<file path="config.mk">
export PLATFORM = sky130hd
export DESIGN_NAME = seq_det_ctrl
export DESIGN_NICKNAME = d
export VERILOG_FILES = /design/src/rtl/seq_det_ctrl.sv
export SDC_FILE = /design/constraint.sdc
export NUM_CORES = 1
export LEC_CHECK = 0
export BUFFER_PORTS_ARGS = -buffer_cell sky130_fd_sc_hd__buf_2
export CORE_MARGIN = 3
export CORE_UTILIZATION = 43
export DETAILED_ROUTE_END_ITERATION = 8
export GPL_TIMING_DRIVEN = 0
export PLACE_DENSITY_LB_ADDON = 0.2
export SLEW_MARGIN = 20
export SYNTH_ARGS = -nofsm -noshare
export SYNTH_HDL_FRONTEND = slang
export SYNTH_SLANG_ARGS = --single-unit
</file>
<file path="constraint.sdc">
create_clock -name clk -period 3.1 [get_ports clk]
set_input_delay 0.465 -clock clk [delete_from_list [all_inputs] [get_ports clk]]
set_output_delay 0.465 -clock clk [all_outputs]
set_load 0.02 [all_outputs]
</file>
<file path="src/rtl/seq_det_ctrl.sv">
// Serial pattern detector with run/done control and a configurable pattern, length, overlap mode and match target.
// Optional accepted-bit timeout is compiled in with SEQ_CTRL_TIMEOUT_EN.
module seq_det_ctrl #(
  parameter int unsigned TIMEOUT = 64
) (
  input  logic       clk,
  input  logic       rst_n,
  input  logic       cfg_valid,
  input  logic [7:0] cfg_pattern,
  input  logic [2:0] cfg_len,
  input  logic       cfg_overlap,
  input  logic [3:0] cfg_target,
  input  logic       start,
  input  logic       stop,
  input  logic       seq_in,
  input  logic       seq_valid,
  output logic       cfg_ready,
  output logic       detected,
  output logic [3:0] match_count,
  output logic       done,
  output logic       timeout,
  output logic [1:0] state_out
);

  // state   | meaning
  // IDLE    | waiting for start, configuration writable
  // RUN     | shifting accepted bits and counting matches
  // DONE    | match target reached, configuration writable
  // TIMEOUT | too many bits without a match
  typedef enum logic [1:0] {
    S_IDLE    = 2'b00,
    S_RUN     = 2'b01,
    S_DONE    = 2'b10,
    S_TIMEOUT = 2'b11
  } state_t;

  state_t     state;

  // Stored configuration is writable from IDLE/DONE; the active copy is
  // taken at start so a write in DONE cannot disturb the finished run.
  logic [7:0] pat_q;
  logic [2:0] len_q;
  logic       ovl_q;
  logic [3:0] tgt_q;
  logic [7:0] act_pat;
  logic [2:0] act_len;
  logic       act_ovl;
  logic [3:0] act_tgt;

  logic [7:0] history;
  logic [3:0] fill;
  logic [3:0] count_q;
  logic       detected_q;

  logic [7:0] hist_next;
  logic [3:0] fill_inc;
  logic [7:0] len_mask;
  logic [3:0] eff_target;
  logic [3:0] count_inc;
  logic       hit;

  always_comb begin
    hist_next  = {history[6:0], seq_in};
    fill_inc   = (fill == 4'd8) ? 4'd8 : fill + 4'd1;
    len_mask   = 8'h00;
    for (int i = 0; i < 8; i++) begin
      len_mask[i] = (i <= int'(act_len));
    end
    eff_target = (act_tgt == 4'd0) ? 4'd1 : act_tgt;
    count_inc  = count_q + 4'd1;
    hit        = (fill_inc >= ({1'b0, act_len} + 4'd1)) &&
                 (((hist_next ^ act_pat) & len_mask) == 8'h00);
  end

`ifdef SEQ_CTRL_TIMEOUT_EN
  localparam logic [7:0] TIMEOUT_CNT = 8'(TIMEOUT);
  logic [7:0] tcnt;
  logic [7:0] tcnt_inc;

  always_comb tcnt_inc = tcnt + 8'd1;
`endif

  always_ff @(posedge clk) begin
    if (!rst_n) begin
      state      <= S_IDLE;
      pat_q      <= 8'h00;
      len_q      <= 3'd0;
      ovl_q      <= 1'b0;
      tgt_q      <= 4'd0;
      act_pat    <= 8'h00;
      act_len    <= 3'd0;
      act_ovl    <= 1'b0;
      act_tgt    <= 4'd0;
      history    <= 8'h00;
      fill       <= 4'd0;
      count_q    <= 4'd0;
      detected_q <= 1'b0;
`ifdef SEQ_CTRL_TIMEOUT_EN
      tcnt       <= 8'd0;
`endif
    end else begin
      detected_q <= 1'b0;
      if (cfg_valid && cfg_ready) begin
        pat_q <= cfg_pattern;
        len_q <= cfg_len;
        ovl_q <= cfg_overlap;
        tgt_q <= cfg_target;
      end
      if (stop) begin
        state <= S_IDLE;
      end else if (start && (state != S_RUN)) begin
        state   <= S_RUN;
        act_pat <= pat_q;
        act_len <= len_q;
        act_ovl <= ovl_q;
        act_tgt <= tgt_q;
        history <= 8'h00;
        fill    <= 4'd0;
        count_q <= 4'd0;
`ifdef SEQ_CTRL_TIMEOUT_EN
        tcnt    <= 8'd0;
`endif
      end else if ((state == S_RUN) && seq_valid) begin
        history <= hist_next;
        if (hit) begin
          detected_q <= 1'b1;
          count_q    <= count_inc;
          fill       <= act_ovl ? fill_inc : 4'd0;
`ifdef SEQ_CTRL_TIMEOUT_EN
          tcnt       <= 8'd0;
`endif
          if (count_inc >= eff_target) begin
            state <= S_DONE;
          end
        end else begin
          fill <= fill_inc;
`ifdef SEQ_CTRL_TIMEOUT_EN
          tcnt <= tcnt_inc;
          if (tcnt_inc == TIMEOUT_CNT) begin
            state <= S_TIMEOUT;
          end
`endif
        end
      end
    end
  end

  assign cfg_ready   = (state == S_IDLE) || (state == S_DONE);
  assign detected    = detected_q;
  assign match_count = count_q;
  assign done        = (state == S_DONE);
  assign state_out   = state;
`ifdef SEQ_CTRL_TIMEOUT_EN
  assign timeout     = (state == S_TIMEOUT);
`else
  assign timeout     = 1'b0;
`endif

endmodule

</file>
==> results.py <==
metrics = {
    "grt": {
        "grtUsageTotal_pct": 17.7,
        "grt_start_max_net_pins": 16,
        "grt_pass1_vias": 1916,
        "antenna_found_initial": 0,
        "grt_overflow": 0,
        "grt_pass1_wl_um": 9200,
    },
    "clocking": {
        "tritoncts": "built",
        "cts.sink_count": 50,
        "cts-root-buf": "clkbuf_8",
        "clk_latency_ns": 0.30,
        "cts_max_path_buffers": 2,
        "cts_resized": 0,
        "numCtsBuffers": 5,
        "hold_buffers": 0,
        "cts_setup_buffers": 0,
        "path_clk_slew_ns": 0.09,
        "htreeDepth": 2,
    },
    "floorplan": {
        "die_x_um": 82.6,
        "start_util_pct": 45.0,
        "rows": 27,
        "dieArea_um2": 6820,
        "die_h_um": 82.6,
        "core_region_area_um2": 5610,
        "ios": 33,
    },
    "sta": {
        "tightest_slew_ns": 0.627,
        "rsz0062_at_grt": "false",
        "fin_crit_sh_pct": 87.6,
        "setup_violations": 0,
        "maxSlewViolCount": 0,
        "final.setup.tns_ns": 0,
        "fmax_mhz": 368,
        "finalHoldViolCount": 0,
        "min_period_ns": 2.72,
        "slew_headroom_pct": 57.2,
        "setup_ws_ns": 0.384,
        "finClkSkew_ns": 0.00835,
    },
    "drt": {
        "vias": 1952,
        "drc": 0,
        "avgRoutedWirePerCell_um": 13.5,
        "via_per_inst": 5.06,
        "drtIter0Drc": 77,
        "antenna_left": 0,
        "dr.pass1.iters": 4,
        "drt_wl_total_um": 5210,
    },
    "final_layout": {
        "layout-drive-gt1-share_pct": 17.5,
        "diodes": 0,
        "syn2layout_area_growth_pct": 15.4,
        "final_nets": 351,
        "nFillCells": 572,
        "utilization_pct": 51.9,
    },
    "outcome": {
        "outcome": "finished clean",
    },
    "power_and_ir_drop": {
        "power.switching_mw": 0.299,
        "fin_total_pwr_mw": 1.36,
        "pwr-share-comb_pct": 9.0,
        "power_density_nw_per_um2": 466,
        "seqPwrFrac_pct": 49.5,
        "switching_share_pct": 22.0,
        "clockPowerShare_pct": 41.4,
        "ir_drop_mv": 0.249,
        "p_int_mw": 1.06,
        "p_leak_nw": 1.17,
    },
    "yosys": {
        "yosys-top-cells-count": "50 x dfxtp_1, 45 x nand2_1, 27 x nor2b_1, 18 x a21boi_0",
        "avgSynthCellArea_um2": 9.17,
        "syn_inst": 275,
        "synth_seq_cells": 50,
        "synthArstFlopShare_pct": 0,
        "synth_top_area_share_pct": 39.7,
        "synth.distinct_cells": 47,
        "synth-main-ff-cell": "dfxtp_1",
        "ys_seq_area_share_pct": 39.7,
        "ys_top_cells_by_area": "dfxtp_1 40%, ha_1 7.4%, nand2_1 6.7%, nor2b_1 6.7%, mux2i_1 6.0%",
        "synth_top_cell_by_area": "dfxtp_1",
        "synth_area_um2": 2520,
        "synth_warnings": 0,
        "syn_nets": 313,
        "synth_edf_count": 0,
        "yosys.cell_count.top_type": "dfxtp_1",
    },
    "critical_path": {
        "critical-path-max-stage-delay_ns": 0.61,
        "criticalPathCategory": "flop to flop",
        "cp.arrival_ns": 2.97,
        "crit_chain": "inv_1 -> ha_1 -> nand2_1 -> nor2_1 -> nor2_1 -> inv_1 -> ha_1 -> nand2b_1 -> a2111oi_0 -> or3_4 -> or3_1 -> buf_6 -> a41o_1",
        "cpMaxStageDelayCell": "a2111oi_0",
        "required_ns": 3.35,
        "endpoint_kind": "flop",
        "crit_fanout": 7,
        "cp-start-kind": "flop",
    },
    "placement": {
        "dp_slack_ns": 0.387,
        "dp_hpwl_um": 3930,
        "gp_congestion": 0.836,
        "io_buffers": 31,
    },
    "job": {
        "drv_cap": 0,
    },
    "min_path": {
        "hold_class": "input port to flop",
    },
}
-- state kept, by name (all words and copies together) (netlist names) --
name,cells
act_len,3
act_ovl,1
act_pat,8
act_tgt,4
detected,1
fill,4
history,7
len_q,3
match_count,4
ovl_q,1
pat_q,8
state_out,2
tgt_q,4
-- cell usage in the layout (no fill, tap or decap), types with 2 or more instances in the layout --
cell and count:
a211oi_1 2, a21boi_0 18, a21o_2 2, a21oi_1 4, a22oi_1 8, a32o_1 4
a41o_1 2, buf_2 32, buf_6 3, bufinv_16 2, clkbuf_1 9, clkbuf_8 6
dfxtp_1 50, ha_1 15, inv_1 12, mux2i_1 15, nand2_1 45, nand2b_1 2
nand3_1 5, nand3b_1 2, nor2_1 5, nor2b_1 27, o21ai_0 6, o32ai_1 3
or3_1 2, xnor2_1 6, xor2_1 5
-- through the flow --
stage | instances | instance area [um2] | hold WS, ns
2_1_floorplan | 275 | 2520 | 0.441
5_1_grt | 386 | 2910 | 0.397
3_3_place_gp | 378 | 2770 | 0.454
4_1_cts | 386 | 2910 | 0.394
3_5_place_dp | 378 | 2770 | 0.460
6_report | 386 | 2910 | 0.402
-- worst paths after layout --
| path | startpoint | endpoint | slack, ns | cells past startpoint |
|---|---|---|---|---|
| max | fill[0]$_SDFFE_PN0P_ | match_count[3]$_SDFFE_PN0P_ | 0.38 | 13 |
| max reg2reg | fill[0]$_SDFFE_PN0P_ | match_count[3]$_SDFFE_PN0P_ | 0.38 | 13 |
| min | cfg_target[2] | tgt_q[2]$_SDFFE_PN0P_ | 0.40 | 3 |
| min reg2reg | pat_q[7]$_SDFFE_PN0P_ | pat_q[7]$_SDFFE_PN0P_ | 0.47 | 2 |
-- area by class of cell --
type	instances	area [um2]	area share, %
buffer	14	80.1	2.75
sequential	50	1000	34.4
inverter	12	45.0	1.55
tap	72	90.1	3.10
clock inverter	2	60.1	2.06
clock buffer	6	82.6	2.84
timing repair buffer	31	155	5.33
multi-input combinational	199	1400	48.0
-- worst max-delay path, delay by kind of cell, from the launching register on --
family | cells | cell delay (ns)
flip-flops | 1 | 0.41
adder cells (fa/ha/maj) | 2 | 0.46
AO/OA/AOI/OAI | 2 | 0.78
buffers and inverters | 3 | 0.26
AND/OR/NAND/NOR | 6 | 0.76
-- routing by layer --
layer | up-vias | global-route usage [%] | wire, um
met3 | 6 | 3.25 | 158
met5 | - | 0 | 0
met2 | 29 | 28.8 | 2320
met1 | 888 | 23.9 | 2660
li1 | 1029 | - | -
met4 | 0 | 4.90 | 70
-- power by group through the flow --
stage	sequential [mW]	clock [mW]	combinational, mW
2_1_floorplan	0.685	0	0.0828
3_3_place_gp	0.687	0	0.122
3_5_place_dp	0.687	0	0.124
4_1_cts	0.672	0.580	0.125
5_1_grt	0.675	0.605	0.139
6_report	0.672	0.562	0.123
-- cells by family after synthesis --
family / Yosys count / share of synthesized area, %
multiplexers: 15 / 5.95
flip-flops: 50 / 39.7
other: 1 / 0.149
AND/OR/NAND/NOR: 97 / 19.4
XOR/XNOR: 11 / 3.82
adder cells (fa/ha/maj): 15 / 7.44
AO/OA/AOI/OAI: 60 / 18.6
buffers and inverters: 26 / 4.96
Note: power is estimated with default switching activity, not from simulation.
